==> src/rtl/relu_maxpool_stream.sv <==
// relu_maxpool_stream
//   Streaming 1-D max-pool with optional ReLU. Each group of P consecutive
//   accepted samples is reduced to its signed maximum. When RELU is set, that
//   maximum is clamped at zero before it is emitted. Both sides use
//   valid/ready handshakes. The output side is a one-entry register.
//
// Parameters
//   T    : sample width, two's-complement signed
//   P    : pool window length (>= 1)
//   RELU : 1 = clamp negative results to zero, 0 = pass through
//
// Ports
//   clk      : clock, rising edge
//   reset    : synchronous, active-high
//   x_data   : input sample
//   x_valid  : upstream offers x_data
//   x_ready  : sample accepted this cycle when x_valid is also high
//   y_data   : pooled result
//   y_valid  : y_data holds an undelivered result
//   y_ready  : downstream accepts y_data this cycle
module relu_maxpool_stream #(
  parameter int T    = 16,
  parameter int P    = 2,
  parameter int RELU = 1
) (
  input  logic         clk,
  input  logic         reset,
  input  logic [T-1:0] x_data,
  input  logic         x_valid,
  output logic         x_ready,
  output logic [T-1:0] y_data,
  output logic         y_valid,
  input  logic         y_ready
);

  // P == 1 still needs a 1-bit counter. It simply stays at zero.
  localparam int CW = (P > 1) ? $clog2(P) : 1;
  localparam logic [CW-1:0] LAST = CW'(P - 1);

  logic [CW-1:0]       cnt_q, cnt_d;
  logic signed [T-1:0] acc_q, acc_d;
  logic [T-1:0]        y_data_q, y_data_d;
  logic                y_valid_q, y_valid_d;

  logic                in_fire, out_fire, win_done;
  logic signed [T-1:0] x_s, pooled, rect;

  assign x_s = $signed(x_data);

  // The output register frees up on the same edge it is drained. The
  // completing sample therefore only waits while a result is actually stuck.
  assign x_ready  = (cnt_q != LAST) || !y_valid_q || y_ready;
  assign in_fire  = x_valid && x_ready;
  assign out_fire = y_valid_q && y_ready;
  assign win_done = in_fire && (cnt_q == LAST);

  // The first sample of a window replaces the accumulator, so samples from
  // earlier windows never leak in. With P == 1 this is always the x_data path.
  always_comb begin
    if (cnt_q == '0) begin
      pooled = x_s;
    end else begin
      pooled = (acc_q > x_s) ? acc_q : x_s;
    end
  end

  assign rect = ((RELU != 0) && pooled[T-1]) ? '0 : pooled;

  always_comb begin
    cnt_d     = cnt_q;
    acc_d     = acc_q;
    y_data_d  = y_data_q;
    y_valid_d = y_valid_q;
    if (out_fire) begin
      y_valid_d = 1'b0;
    end
    // A completing window overrides the clear above, giving full-rate
    // operation with no bubble.
    if (in_fire) begin
      acc_d = pooled;
      if (win_done) begin
        cnt_d     = '0;
        y_data_d  = rect;
        y_valid_d = 1'b1;
      end else begin
        cnt_d = cnt_q + CW'(1);
      end
    end
  end

  always_ff @(posedge clk) begin
    if (reset) begin
      cnt_q     <= '0;
      acc_q     <= '0;
      y_data_q  <= '0;
      y_valid_q <= 1'b0;
    end else begin
      cnt_q     <= cnt_d;
      acc_q     <= acc_d;
      y_data_q  <= y_data_d;
      y_valid_q <= y_valid_d;
    end
  end

  assign y_data  = y_data_q;
  assign y_valid = y_valid_q;

endmodule

==> config.mk <==
export PLATFORM = sky130hd
export DESIGN_NAME = relu_maxpool_stream
export DESIGN_NICKNAME = d
export VERILOG_FILES = /design/src/rtl/relu_maxpool_stream.sv
export SDC_FILE = /design/constraint.sdc
export NUM_CORES = 1
export LEC_CHECK = 0
export CELL_PAD_IN_SITES_DETAIL_PLACEMENT = 1
export CELL_PAD_IN_SITES_GLOBAL_PLACEMENT = 2
export CORE_UTILIZATION = 33
export CTS_BUF_LIST = sky130_fd_sc_hd__clkbuf_2 sky130_fd_sc_hd__clkbuf_4 sky130_fd_sc_hd__clkbuf_8
export DETAILED_ROUTE_END_ITERATION = 7
export PLACE_DENSITY = 0.92
export SETUP_SLACK_MARGIN = 0.3
export SYNTH_ARGS = -nofsm -noshare
export SYNTH_HDL_FRONTEND = slang
export SYNTH_SLANG_ARGS = --single-unit
==> constraint.sdc <==
create_clock -name clk -period 3.1 [get_ports clk]
set_input_delay 0.93 -clock clk [delete_from_list [all_inputs] [get_ports clk]]
set_output_delay 0.93 -clock clk [all_outputs]
set_load 0.01 [all_outputs]
==> impl_metrics.py, run 1 <==
metrics = {
    "cts": {
        "clk_pin_slew_worst_paths_ns": 0.07,
        "cts_sinks": 33,
        "cts_tree": "yes",
        "cts_buffer_depth": 2,
        "root_buffer": "clkbuf_8",
        "clkLatencyLatePin_ns": 0.30,
        "cts-htree-levels": 2,
        "cts_buffers": 5,
    },
    "global_route": {
        "grt_max_degree": 32,
        "grt_pass1_vias": 2106,
        "antenna_found_initial": 0,
        "grt_overflow_total": 0,
        "grt_pass1_wl_um": 10740,
        "grt.total_usage_pct": 22.58,
    },
    "power": {
        "powerDensity_nw_per_um2": 388.4,
        "power_mw": 1.206,
        "p_leak_nw": 1.301,
        "power.share.sequential_pct": 40.1,
        "switching_share_pct": 30.59,
        "clkPwrFrac_pct": 30.8,
        "vdd.ir_drop.worst_mv": 0.1827,
        "pwr-share-comb_pct": 29.1,
        "p_switching_mw": 0.3689,
        "p_int_mw": 0.8373,
    },
    "critical_path": {
        "crit_fanout": 5,
        "rr_worst_depth": 10,
        "critPathArrivalTime_ns": 3.06,
        "cp-end-kind": "flop",
        "cp-start-kind": "input port",
        "r2r_slack_ns": 0.58,
        "reg2reg_from": "acc_q[1]$_SDFFE_PP0P_",
        "r2r_end": "y_data[9]$_SDFFE_PP0P_",
        "worstPathRequired_ns": 3.32,
        "path_class": "in2reg",
    },
    "place": {
        "post-dp-hpwl_um": 4143,
        "gp_congestion": 0.7311,
        "port_buffers": 36,
        "placed_area_um2": 2698,
    },
    "detailed_routing": {
        "drc": 0,
        "vias_per_cell": 5.349,
        "wirelength_um": 7193,
        "detail_route.wl_per_cell_um": 20.09,
        "first_iter_violations": 79,
        "vias": 1915,
        "drt-pass1-iter-count": 4,
        "ant_nets": 0,
    },
    "timing": {
        "drv_slew": 0,
        "rsz0062_at_grt": "yes",
        "setup-violations-final": 0,
        "period_needed_ns": 2.837,
        "hold_viol_final": 0,
        "fmax_ghz": 0.3524,
        "fin_skew_ns": 0.009814,
        "period_share_pct": 91.53,
    },
    "floorplan": {
        "start_util_pct": 34.18,
        "dieHeight_um": 80.08,
        "io_pins": 38,
        "core_um2": 5886,
        "fp-row-count": 28,
        "dieArea_um2": 6413,
        "fp.dieW_um": 80.08,
    },
    "final_layout": {
        "seq_area_um2": 660.6,
        "finalInstanceArea_um2": 3105,
        "num_antenna_cells": 0,
        "fillers": 650,
        "drive_gt1_share_pct": 37.46,
        "nets": 318,
        "area_growth_pct": 54.35,
        "final_cell_mix": "33 x dfxtp_1, 33 x buf_4, 32 x nand2b_1",
        "multi_input_area_um2": 1504,
    },
    "logic_synthesis": {
        "synth_area_um2": 2012,
        "syn_area_per_cell_um2": 9.535,
        "yosys.area.top_type": "dfxtp_1",
        "yosys.cell_types.count": 31,
        "synth_area_leaders": "dfxtp_1 33%, mux2i_1 15%, a22oi_1 11%",
        "synth_fp_nets": 247,
        "synth_top_area_share_pct": 32.84,
        "ys_ff_latch": 33,
        "ys_warn_count": 0,
        "synth-seq-area-share_pct": 32.84,
        "syn_inst": 211,
    },
    "worst_hold_path": {
        "hp-class": "reg2reg",
        "hold-path-cell-count": 2,
        "min_to": "acc_q[12]$_SDFFE_PP0P_",
        "hold_start": "acc_q[12]$_SDFFE_PP0P_",
    },
    "run_status": {
        "status": "finished, final reports clean",
    },
    "run": {
        "cap_viol_max_count": 0,
    },
}
==> Yosys cell counts <==
library cell and instances:
nor4_4 1, mux2i_4 2, nand4_1 4, nor2b_1 1
a21o_1 3, o31ai_1 1, clkbuf_1 9, nand2b_1 33
nand2_1 2, buf_4 1, or2_1 1, or2b_1 1
buf_12 1, or2_2 1, nor2_1 1, a22oi_1 30
ha_1 16, inv_1 17, o21a_1 1, nor3_1 4
buf_6 1, a211oi_1 1, nand3_1 3, a21oi_1 7
and2_1 1, conb_1 1, a31oi_1 1, mux2i_1 31
o211ai_1 1, dfxtp_1 33, o21ai_1 1
==> kinds of logic after synthesis <==
| group | share of synthesized area [%] |
|---|---|
| other | 0.1864 |
| AOI/OAI and AO/OA | 16.11 |
| DFF | 32.84 |
| muxes | 17.66 |
| buffers and inverters | 6.779 |
| and+or+nand+nor | 16.48 |
| adders and majority gates | 9.950 |
==> stage by stage <==
step / hold WS, ns / setup TNS [ns] / setup WS [ns] / util (%) / instances
final: 0.5180 / 0 / 0.2627 / 52.76 / 358
after global routing: 0.5326 / 0 / 0.2033 / 52.76 / 358
after CTS: 0.5087 / 0 / 0.2907 / 51.64 / 358
after detailed placement: 0.4948 / -11.59 / -0.4116 / 45.83 / 344
after global placement: 0.4787 / -9.756 / -0.3322 / 45.83 / 344
after floorplan: 0.4614 / 0 / 0.2331 / - / 211
==> power groups by stage <==
stage	Combinational, mW	Clock (mW)	Sequential, mW
5_1_grt	0.375	0.394	0.487
3_3_place_gp	0.259	0	0.484
2_1_floorplan	0.153	0	0.481
6_report	0.351	0.371	0.484
3_5_place_dp	0.271	0	0.485
4_1_cts	0.315	0.373	0.481
==> timing repair <==
action                     CTS  global route
setup endpoints to repair   32            31
pin swaps                   12            11
resized for setup           56            46
gates cloned                 1             0
hold buffers                 0             0
setup buffers                5             0
==> registers in the layout, indices dropped and copies added (netlist names) <==
signal and flops:
acc_q 16, y_valid 1, cnt_q 1, y_data 15
==> routing by layer <==
layer / routed length, um / GRT usage (%)
met1: 2968 / 25.29
met2: 3883 / 41.54
met3: 203 / 4.318
met4: 138 / 9.107
met5: 0 / 0
==> worst max-delay path by stage <==
stage	start	slack, ns	cells past startpoint	to
6_report	x_data[8]	0.26	12	y_data[9]$_SDFFE_PP0P_
4_1_cts	x_data[2]	0.29	11	y_data[13]$_SDFFE_PP0P_
3_3_place_gp	x_data[1]	-0.33	10	y_data[1]$_SDFFE_PP0P_
2_1_floorplan	x_data[1]	0.23	9	acc_q[0]$_SDFFE_PP0P_
5_1_grt	x_data[5]	0.20	12	y_data[13]$_SDFFE_PP0P_
3_5_place_dp	x_data[15]	-0.41	10	y_data[13]$_SDFFE_PP0P_
==> layout make-up <==
type | count | share of cell area [%]
inverters | 17 | 2.297
well taps | 75 | 3.022
flip-flops and latches | 33 | 21.27
multi-input cells | 149 | 48.43
repair buffers | 76 | 21.72
clock buffers | 7 | 3.102
clock inverters | 1 | 0.1612
==> worst max-delay path, cell delays in order <==
cell,delay (ns)
clkbuf_2,0.10
inv_1,0.06
ha_1,0.31
nand4_1,0.11
or2_4,0.18
a211oi_4,0.05
nor4_4,0.31
buf_4,0.21
mux2i_4,0.32
buf_6,0.15
buf_16,0.12
mux2i_1,0.21
Note: power is estimated with default switching activity, not from simulation.
==> run 2: changes to the inputs <==
- REMOVE_ABC_BUFFERS: not set -> 1
==> impl_metrics.py, run 2 (synthesis gave the netlist of run 1 again) <==
metrics = {
    "critical_path": {
        "r2r_slack_ns": 0.75,
        "cpPeakStageDelay_ns": 0.31,
        "critPathArrivalTime_ns": 2.95,
        "crit_chain": "clkbuf_2 -> inv_1 -> ha_4 -> nand4_1 -> or2_4 -> a211oi_4 -> nor4_4 -> buf_4 -> mux2i_4 -> buf_12 -> buf_8 -> mux2i_1",
        "crit_buf_inv": 5,
        "cp-end-kind": "flop",
        "crit_fanout": 3,
        "crit_slowest_cell": "or2_4",
        "cp-start-kind": "input port",
        "reg2reg_from": "acc_q[1]$_SDFFE_PP0P_",
        "rr_worst_depth": 10,
        "critPathTopFamily": "buffers and inverters",
        "worstPathRequired_ns": 3.30,
        "path_class": "in2reg",
        "r2r_end": "y_data[3]$_SDFFE_PP0P_",
    },
    "worst_hold_path": {
        "hp-class": "reg2reg",
        "hold_start": "acc_q[0]$_SDFFE_PP0P_",
        "min_to": "acc_q[0]$_SDFFE_PP0P_",
        "hold-path-cell-count": 2,
    },
    "timing": {
        "rsz0062_at_grt": "no",
        "period_share_pct": 88.64,
        "worst_slew_pin_slew_ns": 0.6131,
        "setup-violations-final": 0,
        "hold_viol_final": 0,
        "relSlewSlack_pct": 59.00,
        "drv_slew": 0,
        "fin_skew_ns": 0.006629,
        "fmax_ghz": 0.3639,
        "fin_ws_ns": 0.3521,
        "period_needed_ns": 2.748,
    },
    "cts": {
        "cts_sinks": 33,
        "cts_tree": "yes",
        "clkLatencyLatePin_ns": 0.29,
        "cts_buffer_depth": 2,
        "root_buffer": "clkbuf_8",
        "clk_pin_slew_worst_paths_ns": 0.07,
        "cts-htree-levels": 2,
        "cts_buffers": 5,
    },
    "final_layout": {
        "largest_reg_flops": 16,
        "final_cell_mix": "33 x dfxtp_1, 32 x nand2b_1, 31 x mux2i_1",
        "finalInstanceArea_um2": 2937,
        "nets": 313,
        "fillers": 670,
        "num_antenna_cells": 0,
        "fin_cells": 353,
        "final_common_cell": "dfxtp_1",
        "utilization_pct": 49.89,
        "drive_gt1_share_pct": 29.86,
        "regMostFlops": "acc_q",
        "area_growth_pct": 45.96,
    },
    "place": {
        "place_inst": 339,
        "dp_slack_ns": -0.3548,
        "placed_area_um2": 2630,
        "post-dp-hpwl_um": 3924,
        "gp_congestion": 0.7913,
        "port_buffers": 36,
    },
    "floorplan": {
        "fp.dieW_um": 80.08,
        "core_um2": 5886,
        "dieHeight_um": 80.08,
        "dieArea_um2": 6413,
        "start_util_pct": 34.18,
        "fp-row-count": 28,
        "io_pins": 38,
    },
    "detailed_routing": {
        "first_iter_violations": 74,
        "vias": 1818,
        "drc": 0,
        "ant_nets": 0,
        "detail_route.wl_per_cell_um": 16.20,
        "wirelength_um": 5718,
        "drt-pass1-iter-count": 4,
        "vias_per_cell": 5.150,
    },
    "global_route": {
        "antenna_found_initial": 0,
        "grt_max_degree": 21,
        "grt_pass1_vias": 1975,
        "grt.total_usage_pct": 20.14,
        "grt_overflow_total": 0,
        "grt_pass1_wl_um": 9618,
    },
    "power": {
        "power_mw": 1.163,
        "powerDensity_nw_per_um2": 396.2,
        "p_leak_nw": 1.273,
        "vdd.ir_drop.worst_mv": 0.1665,
    },
    "run_status": {
        "status": "finished, final reports clean",
    },
    "run": {
        "cap_viol_max_count": 0,
    },
}
## run 2: cell types whose count changed in the layout (fill, tap and decap cells not counted), sizes merged
cell,delta
clkbuf,+1
dlygate4sd2,+5
dlymetal6s2s,-1
clkdlybuf4s15,-4
buf,-6
## run 2: final cells by class
class | instances | area, um2 | area share (%)
Tap cell | 75 | 93.84 | 3.196
Inverter | 17 | 63.81 | 2.173
Timing Repair Buffer | 71 | 629.4 | 21.43
Multi-Input combinational cell | 149 | 1388 | 47.25
Clock buffer | 7 | 96.34 | 3.281
Clock inverter | 1 | 5.005 | 0.1704
Sequential cell | 33 | 660.6 | 22.50
## run 2: how the worst max path moves through the flow
stage / start / to / slack, ns / cells past startpoint
final: x_data[12] / y_data[3]$_SDFFE_PP0P_ / 0.35 / 12
after global routing: x_data[15] / y_data[3]$_SDFFE_PP0P_ / 0.28 / 12
after CTS: x_data[10] / y_data[3]$_SDFFE_PP0P_ / 0.32 / 12
after detailed placement: x_data[13] / acc_q[5]$_SDFFE_PP0P_ / -0.35 / 10
after global placement: x_data[1] / acc_q[10]$_SDFFE_PP0P_ / -0.31 / 10
after floorplan: x_data[1] / acc_q[0]$_SDFFE_PP0P_ / 0.14 / 8
## run 2: layer usage
layer / vias up / wire [um] / GRT usage [%]
li1: 888 / - / -
met1: 882 / 2555 / 24.41
met2: 37 / 2801 / 34.27
met3: 11 / 222 / 4.318
met4: 0 / 139 / 8.393
met5: - / 0 / 0
## run 2: power by group
group | internal [mW] | switching [mW]
Sequential | 0.451 | 0.0286
Clock | 0.201 | 0.175
Combinational | 0.169 | 0.139
## run 2: worst register-to-register path, cell delays in order, from the launching register on
cell and delay [ns]:
dfxtp_1 0.40, ha_4 0.23, nor2b_4 0.12, o211ai_1 0.26, a211oi_4 0.11, nor4_4 0.22, buf_4 0.19, mux2i_4 0.28
buf_12 0.15, buf_8 0.10, mux2i_1 0.21
## run 2: timing repair
item	4_1_cts	5_1_grt
hold buffers	0	0
endpoints found under the hold margin	0	0
pin swaps	11	8
gates cloned	1	0
buffers inserted	4	1
gates resized for setup	49	26
endpoints found under the setup margin	32	32
## run 2: through the flow
step	setup TNS, ns	hold slack [ns]
6_report	0	0.4992
5_1_grt	0	0.5344
4_1_cts	0	0.5008
3_5_place_dp	-9.838	0.4911
3_3_place_gp	-8.755	0.4775
2_1_floorplan	0	0.4607
